<file path="src/rtl/bcd_scan_counter_if.sv">
// ---------------------------------------------------------------------------
// bcd_scan_counter_if
// Groups the count-request inputs and the count/scan outputs of
// bcd_scan_counter so the counter and its user connect through one port.
//
// Signals:
//   inc        count-up request, sampled every cycle
//   dec        count-down request, sampled every cycle
//   clear      synchronous clear of the count
//   value      16-bit BCD count, digit 3 in [15:12] .. digit 0 in [3:0]
//   binary     BCD digit of the currently scanned slot (0 when blanked)
//   anode      active-low digit enable, all high when the slot is blanked
//   digit_sel  index of the currently scanned digit
//   carry      one-cycle pulse on wrap 9999 -> 0000
//   borrow     one-cycle pulse on wrap 0000 -> 9999
//
// Modports:
//   master  drives the requests, observes the count and scan outputs
//   slave   the counter itself
// ---------------------------------------------------------------------------
interface bcd_scan_counter_if;

    logic        inc;
    logic        dec;
    logic        clear;
    logic [15:0] value;
    logic [3:0]  binary;
    logic [3:0]  anode;
    logic [1:0]  digit_sel;
    logic        carry;
    logic        borrow;

    modport master (
        output inc,
        output dec,
        output clear,
        input  value,
        input  binary,
        input  anode,
        input  digit_sel,
        input  carry,
        input  borrow
    );

    modport slave (
        input  inc,
        input  dec,
        input  clear,
        output value,
        output binary,
        output anode,
        output digit_sel,
        output carry,
        output borrow
    );

endinterface

</file>
<file path="src/rtl/bcd_scan_counter.sv">
// ---------------------------------------------------------------------------
// bcd_scan_counter
// Four-digit BCD up/down event counter with a time-multiplexed scanner for a
// common-anode 4-digit display. Feeds the seven_segment decoder through
// bus.binary and selects the lit digit through bus.anode.
//
// Parameters:
//   SCAN_DIV     clock cycles each digit stays active (2 .. 2**20)
//   BLANK_ZEROS  1: blank leading-zero digits (digit 0 is always lit)
//
// Ports:
//   clk    system clock, all state updates on the rising edge
//   reset  synchronous, active-high reset
//   bus    bcd_scan_counter_if.slave: inc/dec/clear requests in;
//          value, binary, anode, digit_sel, carry, borrow out
// ---------------------------------------------------------------------------
module bcd_scan_counter #(
    parameter int unsigned SCAN_DIV    = 50000,
    parameter bit          BLANK_ZEROS = 1'b0
) (
    input  logic               clk,
    input  logic               reset,
    bcd_scan_counter_if.slave  bus
);

    localparam int unsigned     SCAN_W    = $clog2(SCAN_DIV);
    localparam logic [SCAN_W-1:0] SCAN_LAST = SCAN_W'(SCAN_DIV - 1);

    // -----------------------------------------------------------------------
    // Count register
    // -----------------------------------------------------------------------
    logic [3:0][3:0] cnt_q;
    logic [3:0][3:0] cnt_d;
    logic            carry_q;
    logic            carry_d;
    logic            borrow_q;
    logic            borrow_d;
    logic            step_up;
    logic            step_dn;
    logic            ripple;

    // Simultaneous inc and dec cancel out.
    assign step_up = bus.inc & ~bus.dec;
    assign step_dn = bus.dec & ~bus.inc;

    always_comb begin
        cnt_d    = cnt_q;
        carry_d  = 1'b0;
        borrow_d = 1'b0;
        ripple   = 1'b0;

        if (bus.clear) begin
            cnt_d = '0;
        end else if (step_up) begin
            // ripple starts as the +1 into digit 0 and survives only past
            // digits that roll over from 9.
            ripple = 1'b1;
            for (int unsigned k = 0; k < 4; k++) begin
                if (ripple) begin
                    if (cnt_q[k[1:0]] >= 4'd9) begin
                        cnt_d[k[1:0]] = 4'd0;
                    end else begin
                        cnt_d[k[1:0]] = cnt_q[k[1:0]] + 4'd1;
                        ripple        = 1'b0;
                    end
                end
            end
            carry_d = ripple;
        end else if (step_dn) begin
            ripple = 1'b1;
            for (int unsigned k = 0; k < 4; k++) begin
                if (ripple) begin
                    if (cnt_q[k[1:0]] == 4'd0) begin
                        cnt_d[k[1:0]] = 4'd9;
                    end else begin
                        cnt_d[k[1:0]] = cnt_q[k[1:0]] - 4'd1;
                        ripple        = 1'b0;
                    end
                end
            end
            borrow_d = ripple;
        end
    end

    always_ff @(posedge clk) begin
        if (reset) begin
            cnt_q    <= '0;
            carry_q  <= 1'b0;
            borrow_q <= 1'b0;
        end else begin
            cnt_q    <= cnt_d;
            carry_q  <= carry_d;
            borrow_q <= borrow_d;
        end
    end

    // -----------------------------------------------------------------------
    // Scan prescaler and digit select; free-running, independent of counting
    // -----------------------------------------------------------------------
    logic [SCAN_W-1:0] scan_cnt;
    logic [1:0]        digit_sel_q;

    always_ff @(posedge clk) begin
        if (reset) begin
            scan_cnt    <= '0;
            digit_sel_q <= 2'd0;
        end else if (scan_cnt == SCAN_LAST) begin
            scan_cnt    <= '0;
            digit_sel_q <= digit_sel_q + 2'd1;
        end else begin
            scan_cnt    <= scan_cnt + 1'b1;
        end
    end

    // -----------------------------------------------------------------------
    // Leading-zero blanking: digit k is dark when it and all higher digits
    // are zero. Digit 0 is never dark.
    // -----------------------------------------------------------------------
    logic [3:0] digit_zero;
    logic [3:0] blank;
    logic       slot_blank;

    always_comb begin
        for (int unsigned k = 0; k < 4; k++) begin
            digit_zero[k[1:0]] = (cnt_q[k[1:0]] == 4'd0);
        end
    end

    always_comb begin
        blank = '0;
        if (BLANK_ZEROS) begin
            blank[3] = digit_zero[3];
            blank[2] = digit_zero[2] & blank[3];
            blank[1] = digit_zero[1] & blank[2];
        end
    end

    assign slot_blank = blank[digit_sel_q];

    // -----------------------------------------------------------------------
    // Outputs; scan outputs are combinational from the registers
    // -----------------------------------------------------------------------
    assign bus.value     = cnt_q;
    assign bus.carry     = carry_q;
    assign bus.borrow    = borrow_q;
    assign bus.digit_sel = digit_sel_q;
    assign bus.binary    = slot_blank ? 4'h0 : cnt_q[digit_sel_q];
    assign bus.anode     = slot_blank ? 4'hF : ~(4'b0001 << digit_sel_q);

endmodule

</file>
<file path="src/flat_wrapper.sv">
// flat-port wrapper written by rule: the top's interface ports become plain ports
module bcd_scan_counter_flat 
#(
    parameter int unsigned SCAN_DIV    = 50000,
    parameter bit          BLANK_ZEROS = 1'b0
)
  (clk, reset, bus_inc, bus_dec, bus_clear, bus_value, bus_binary, bus_anode, bus_digit_sel, bus_carry, bus_borrow);
  bcd_scan_counter_if bus_i ();
  input  logic clk;
  input  logic reset;
  input wire logic [$bits(bus_i.inc)-1:0] bus_inc;
  input wire logic [$bits(bus_i.dec)-1:0] bus_dec;
  input wire logic [$bits(bus_i.clear)-1:0] bus_clear;
  output wire logic [$bits(bus_i.value)-1:0] bus_value;
  output wire logic [$bits(bus_i.binary)-1:0] bus_binary;
  output wire logic [$bits(bus_i.anode)-1:0] bus_anode;
  output wire logic [$bits(bus_i.digit_sel)-1:0] bus_digit_sel;
  output wire logic [$bits(bus_i.carry)-1:0] bus_carry;
  output wire logic [$bits(bus_i.borrow)-1:0] bus_borrow;
  assign bus_i.inc = bus_inc;
  assign bus_i.dec = bus_dec;
  assign bus_i.clear = bus_clear;
  assign bus_value = bus_i.value;
  assign bus_binary = bus_i.binary;
  assign bus_anode = bus_i.anode;
  assign bus_digit_sel = bus_i.digit_sel;
  assign bus_carry = bus_i.carry;
  assign bus_borrow = bus_i.borrow;
  bcd_scan_counter #(.SCAN_DIV(SCAN_DIV), .BLANK_ZEROS(BLANK_ZEROS)) u_core (.clk(clk), .reset(reset), .bus(bus_i));
endmodule
</file>
<file path="config.mk">
export PLATFORM = sky130hd
export DESIGN_NAME = bcd_scan_counter_flat
export DESIGN_NICKNAME = d
export VERILOG_FILES = /design/src/rtl/bcd_scan_counter_if.sv /design/src/rtl/bcd_scan_counter.sv /design/src/flat_wrapper.sv
export SDC_FILE = /design/constraint.sdc
export NUM_CORES = 1
export LEC_CHECK = 0
export BUFFER_PORTS_ARGS = -buffer_cell sky130_fd_sc_hd__buf_4
export CAP_MARGIN = 20
export CORE_MARGIN = 1.5
export CORE_UTILIZATION = 45
export DETAILED_ROUTE_END_ITERATION = 10
export PLACE_DENSITY = 0.76
export SLEW_MARGIN = 5
export SYNTH_ARGS = -nofsm -noshare
export SYNTH_HDL_FRONTEND = slang
export SYNTH_SLANG_ARGS = --single-unit
</file>
<file path="constraint.sdc">
create_clock -name clk -period 4.4 [get_ports clk]
set_clock_uncertainty 0.1 [all_clocks]
set_input_delay 0.88 -clock clk [delete_from_list [all_inputs] [get_ports clk]]
set_output_delay 0.88 -clock clk [all_outputs]
set_load 0.05 [all_outputs]
</file>
==> results.txt, run 1 <==
crit-path max FO = 23
1st-pass router iterations = 4
hold slack = 0.361 ns
H-tree depth = 2
Initial Util = 47.0%
r2r endpoint = u_core.bus.value[14]
maximum clock rate = 0.368 GHz
Clock Pin Slew Worst Setup and Hold Paths = 0.07 ns
CP endpoint kind = flip-flop
GPL Wtd Cong = 0.880
vias in the first global route = 2020
vias = 2170
ANT cells = 0
RSZ-0062 raised after global routing = no
max-cap violation count = 0
sequential area share after synthesis = 29.8%
Setup crit start = bus_dec
Period Utilization, post-route = 61.7%
core area = 5140 um^2
CTS tree = yes
post-DP HPWL = 3.83 mm
Setup violations, final = 0
setup bufs post-CTS = 0
worst min path class = reg -> reg
initial antenna violation count = 0
RR Startpoint = u_core.bus.value[0]
Setup CP Type = in -> reg
Yosys reg bits = 36
synth unique cells = 55
CTS Buf Count = 5
grt ovf = 0
IO Count = 33
Leak = 0.00113 uW
Synth Flop Type = dfxtp_1
R2R setup slack = 2.06 ns
antenna-violating nets left = 0
die area = 5820 um^2
Via density = 5.55
I/O Buffers = 32
Cell Area, Synth = 2420 um^2
status = finished clean
number of enable flip-flop cells after synthesis = 0
Setup crit end = u_core.bus.value[10]
total number of yosys warnings = 0
hold buffers post-CTS = 0
first-pass GRT wire length = 9.36 mm
Cells on Worst Hold Path = 1
worst endpoint required time = 4.50 ns
max-slew violation count = 0
min Tclk post-route = 2.71 ns
commonest non-fill, non-tap cell in the layout = nor2_1
slew at the pin with the worst max-slew slack = 0.778 ns
clock sinks = 36
syn nets = 320
Area Overhead vs Synth = 15.4%
fin nets = 345
post-route setup TNS = 0 ns
largest net degree at the start of global routing = 24
Root Driver = clkbuf_8
Post-Syn Instances = 295
Placement Rows = 26
ys async rst share = 0%
PwrDens = 285 nW/um^2
clk buf depth = 2
post_cts resized = 0
Residual DRC = 0
Peak VDD IR = 233 uV
worst-case reg-to-reg path depth = 6
overall routed net length = 5.37 mm
Tot GR Track Use = 19.3%
WL per Instance = 13.7 um
CP startpoint kind = input pin
Clock Latency Late Sink = 0.29 ns
most frequent cells in the layout = nor2_1 (39), dfxtp_1 (36), buf_4 (33)
Die Y = 76.3 um
chip width = 76.3 um
crit path DAT = 2.81 ns
Final Hold Fails = 0
ratio of cells with drive above 1 in the final layout = 17.4%
Avg Synthesized Cell Area = 8.19 um^2
initial DRC count = 104
Max-slew headroom = 48.1%
## cell usage after synthesis, types with 2 or more instances
master     n  area share (%)
nor2_1    39             6.1
nor3b_1    2            0.62
o31ai_1    2            0.62
a21oi_1   16             3.3
a311oi_1   4             1.4
xor2_1     8             2.9
xnor2_1    9             3.3
dfxtp_1   36              30
a21boi_0   2            0.62
o21bai_1   3            0.93
nand4_1    5             1.3
and3_1     2            0.52
nor4b_1    2            0.73
nor3_1     9             1.9
ha_1      20              10
clkbuf_1   8             1.2
or3b_2     2            0.73
nand3_1   16             3.3
nand2b_1   4             1.0
inv_1     26             4.0
mux4_2     3             2.8
buf_2      6             1.2
nand2_1   15             2.3
a211oi_1   6             1.9
o21ai_0   12             2.5
or2_2      2            0.52
a31oi_1    8             2.1
## how the worst min path moves through the flow
stage / from / end
2_1_floorplan: u_core.scan_cnt[0] / u_core.scan_cnt[0]
3_5_place_dp: u_core.scan_cnt[0] / u_core.scan_cnt[0]
6_report: u_core.scan_cnt[0] / u_core.scan_cnt[0]
3_3_place_gp: u_core.scan_cnt[0] / u_core.scan_cnt[0]
5_1_grt: u_core.scan_cnt[0] / u_core.scan_cnt[0]
4_1_cts: u_core.scan_cnt[0] / u_core.scan_cnt[0]
## state kept, by name (all words and copies together) (netlist names)
signal and flops:
u_core.bus.carry 1, u_core.bus.borrow 1, u_core.bus.value 16, u_core.scan_cnt 16
u_core.bus.digit_sel 2
## power by group
part           internal (uW)  switching [uW]  total, uW
Sequential               334            17.9        352
Clock                    168             121        289
Combinational           57.7            94.4        152
Total                    560             233        793
## layout make-up
cell class | instances | area (um^2)
timing repair buffer | 33 | 248
sequential | 36 | 721
clock inverter | 2 | 35.0
multi-input combinational | 218 | 1530
inverter | 26 | 97.6
tap | 70 | 87.6
clock buffer | 6 | 72.6
fill | 493 | 2350
## worst max-delay path, stage by stage
cell and delay (ns):
buf_4 0.11, inv_1 0.05, ha_1 0.66, nand3_1 0.28, a211oi_4 0.46, a21oi_1 0.12, a311oi_1 0.24
## per-stage QoR
stage	area, um^2	utilization (%)	cells	power (uW)	setup slack, ns
final	2790	54.2	391	793	1.69
after global routing	2790	54.2	391	829	1.45
after CTS	2790	54.2	391	797	1.68
after detailed placement	2680	52.1	383	511	1.39
after global placement	2680	52.1	383	507	1.48
after floorplan	2420	-	295	474	1.62
## kinds of logic after synthesis
logic type	share of synthesized area [%]
DFF	29.8
and+or+nand+nor	22.9
AOI/OAI and AO/OA	19.4
xor gates and xnor gates	6.16
adders and majority gates	10.4
muxes	4.30
buffers and inverters	6.99
## routing by layer
| layer | vias up | wire length, um | GRT usage [%] |
|---|---|---|---|
| met5 | - | 0 | 0 |
| met4 | 0 | 68 | 7.41 |
| met3 | 7 | 212 | 3.23 |
| met2 | 48 | 2500 | 31.5 |
| met1 | 1025 | 2580 | 25.5 |
| li1 | 1090 | - | - |
(Power assumes the default switching activity.)
==> run 2, diff against run 1 <==
==> constraint.sdc (replaced) <==
create_clock -name clk -period 2.5 [get_ports clk]
set_clock_uncertainty 0.1 [all_clocks]
set_input_delay 0.5 -clock clk [delete_from_list [all_inputs] [get_ports clk]]
set_output_delay 0.5 -clock clk [all_outputs]
set_load 0.05 [all_outputs]
==> results.txt, run 2 (same netlist as run 1, synthesis figures left out) <==
status = finished clean
CP endpoint kind = primary output
Setup WS post-layout = 0.159 ns (-1.53 ns)
worst slack, placed = 0.189 ns (-1.20 ns)
die area = 5820 um^2 (unchanged)
antenna-violating nets left = 0 (unchanged)
hold buffers post-CTS = 0 (unchanged)
WL per Instance = 13.9 um (+1.3%)
1st-pass router iterations = 4 (unchanged)
Via density = 5.53 (-0.40%)
fin nets = 352 (+2.0%)
worst-case reg-to-reg path depth = 7 (+1)
Util after Layout = 55.3% (+1.1 points)
Area Overhead vs Synth = 17.7%
met2 Use GR = 33.8% (+2.3 points)
Initial Util = 47.0% (unchanged)
Worst path max stage delay = 0.65 ns (about the same)
Leak = 0.00117 uW (+3.1%)
IO Count = 33 (unchanged)
global route hottest layer = met2
RSZ-0062 raised after global routing = no
CTS tree = yes
I/O Buffers = 32 (unchanged)
initial DRC count = 136 (+31%)
Peak VDD IR = 322 uV (+38%)
largest net degree at the start of global routing = 22 (-8.3%)
r2r endpoint = u_core.bus.value[12]
Setup violations, final = 0 (unchanged)
Clock Latency Late Sink = 0.29 ns (about the same)
delay-heaviest family, CP = multiplexers
GPL Wtd Cong = 0.846 (-3.8%)
Clock Pin Slew Worst Setup and Hold Paths = 0.07 ns (about the same)
clk buf depth = 2 (unchanged)
post-route setup TNS = 0 ns (unchanged)
Post-Layout Inst Area = 2840 um^2 (+2.0%)
RR Startpoint = u_core.bus.value[1]
ratio of cells with drive above 1 in the final layout = 19.5% (+2.1 points)
hold wc startpoint = reset
vias in the first global route = 2146 (+6.2%)
Setup crit end = bus_binary[2]
vias = 2200 (+1.4%)
Critical path buffers and inverters = 1 (-1)
most frequent cells in the layout = buf_4 (40), nor2_1 (39), dfxtp_1 (36)
CP max-delay cell = mux4_1
ANT cells = 0 (unchanged)
grt met3 use = 3.47% (+0.24 points)
commonest non-fill, non-tap cell in the layout = buf_4
Final Hold Fails = 0 (unchanged)
slew at the pin with the worst max-slew slack = 0.633 ns (-0.145 ns)
Root Driver = clkbuf_8
first-pass GRT wire length = 9.96 mm (+6.4%)
setup bufs post-CTS = 0 (unchanged)
Residual DRC = 0 (unchanged)
DP Area = 2730 um^2 (+2.0%)
CP startpoint kind = flip-flop
clock sinks = 36 (unchanged)
Max-slew headroom = 57.4% (+9.3 points)
chip width = 76.3 um (unchanged)
worst endpoint required time = 1.90 ns (-2.60 ns)
CTS Buf Count = 5 (unchanged)
max-cap violation count = 0 (unchanged)
post-DP HPWL = 4.03 mm (+5.1%)
Setup CP Type = reg -> out
Die Y = 76.3 um (unchanged)
worst min path class = in -> reg
overall routed net length = 5.53 mm (+3.1%)
crit-path max FO = 9 (-61%)
core area = 5140 um^2 (unchanged)
Tot GR Track Use = 20.6% (+1.3 points)
Setup crit start = u_core.bus.digit_sel[1]
met1 global-route usage = 26.6% (+1.1 points)
H-tree depth = 2 (unchanged)
min Tclk post-route = 2.34 ns
max-slew violation count = 0 (unchanged)
CP cell instances = mux4_1, buf_4
Period Utilization, post-route = 93.6%
crit path DAT = 1.74 ns (-1.07 ns)
post_cts resized = 0 (unchanged)
grt ovf = 0 (unchanged)
initial antenna violation count = 0 (unchanged)
maximum clock rate = 0.427 GHz
R2R setup slack = 0.29 ns (-1.77 ns)
Placement Rows = 26 (unchanged)
Crit. path cell count = 2 (-5)
PwrDens = 500 nW/um^2 (+76%)
-- run 2: worst register-to-register path, cell delays in order, from the launching register on --
cell and delay (ns):
dfxtp_1 0.32, inv_1 0.13, ha_1 0.31, or3b_2 0.53, nand3_1 0.17, o31a_2 0.23, a21oi_1 0.06, o221a_2 0.26
-- run 2: worst min-delay path by stage --
stage	to	cells after the start
floorplan	u_core.scan_cnt[0]	1
global placement	u_core.scan_cnt[0]	1
detailed placement	u_core.scan_cnt[0]	1
CTS	u_core.bus.digit_sel[1]	2
global route	u_core.bus.digit_sel[1]	2
finish	u_core.bus.digit_sel[1]	2
-- run 2: routing by layer --
metal	wire length, um	share of wire (%)
met5	0	0
met4	75	1.4
met3	181	3.3
met2	2640	48
met1	2630	48
-- run 2: power breakdown --
group	total [uW]	switching (uW)	internal, uW
combinational	284	176	109
sequential	612	23.9	588
clock	526	231	295
total	1420	431	992
-- run 2: cell type report --
cell class	instances	area (um^2)
Clock buffer	5	68.8
Clock inverter	3	42.5
Fill cell	496	2300
Inverter	26	97.6
Multi-Input combinational cell	218	1530
Sequential cell	36	721
Tap cell	70	87.6
Timing Repair Buffer	40	300
-- run 2: per-stage QoR --
stage,instances,total power (uW),hold WS (ns)
global placement,390,900,0.340
finish,398,1420,0.293
floorplan,295,834,0.326
detailed placement,390,907,0.348
CTS,398,1430,0.288
global route,398,1490,0.285
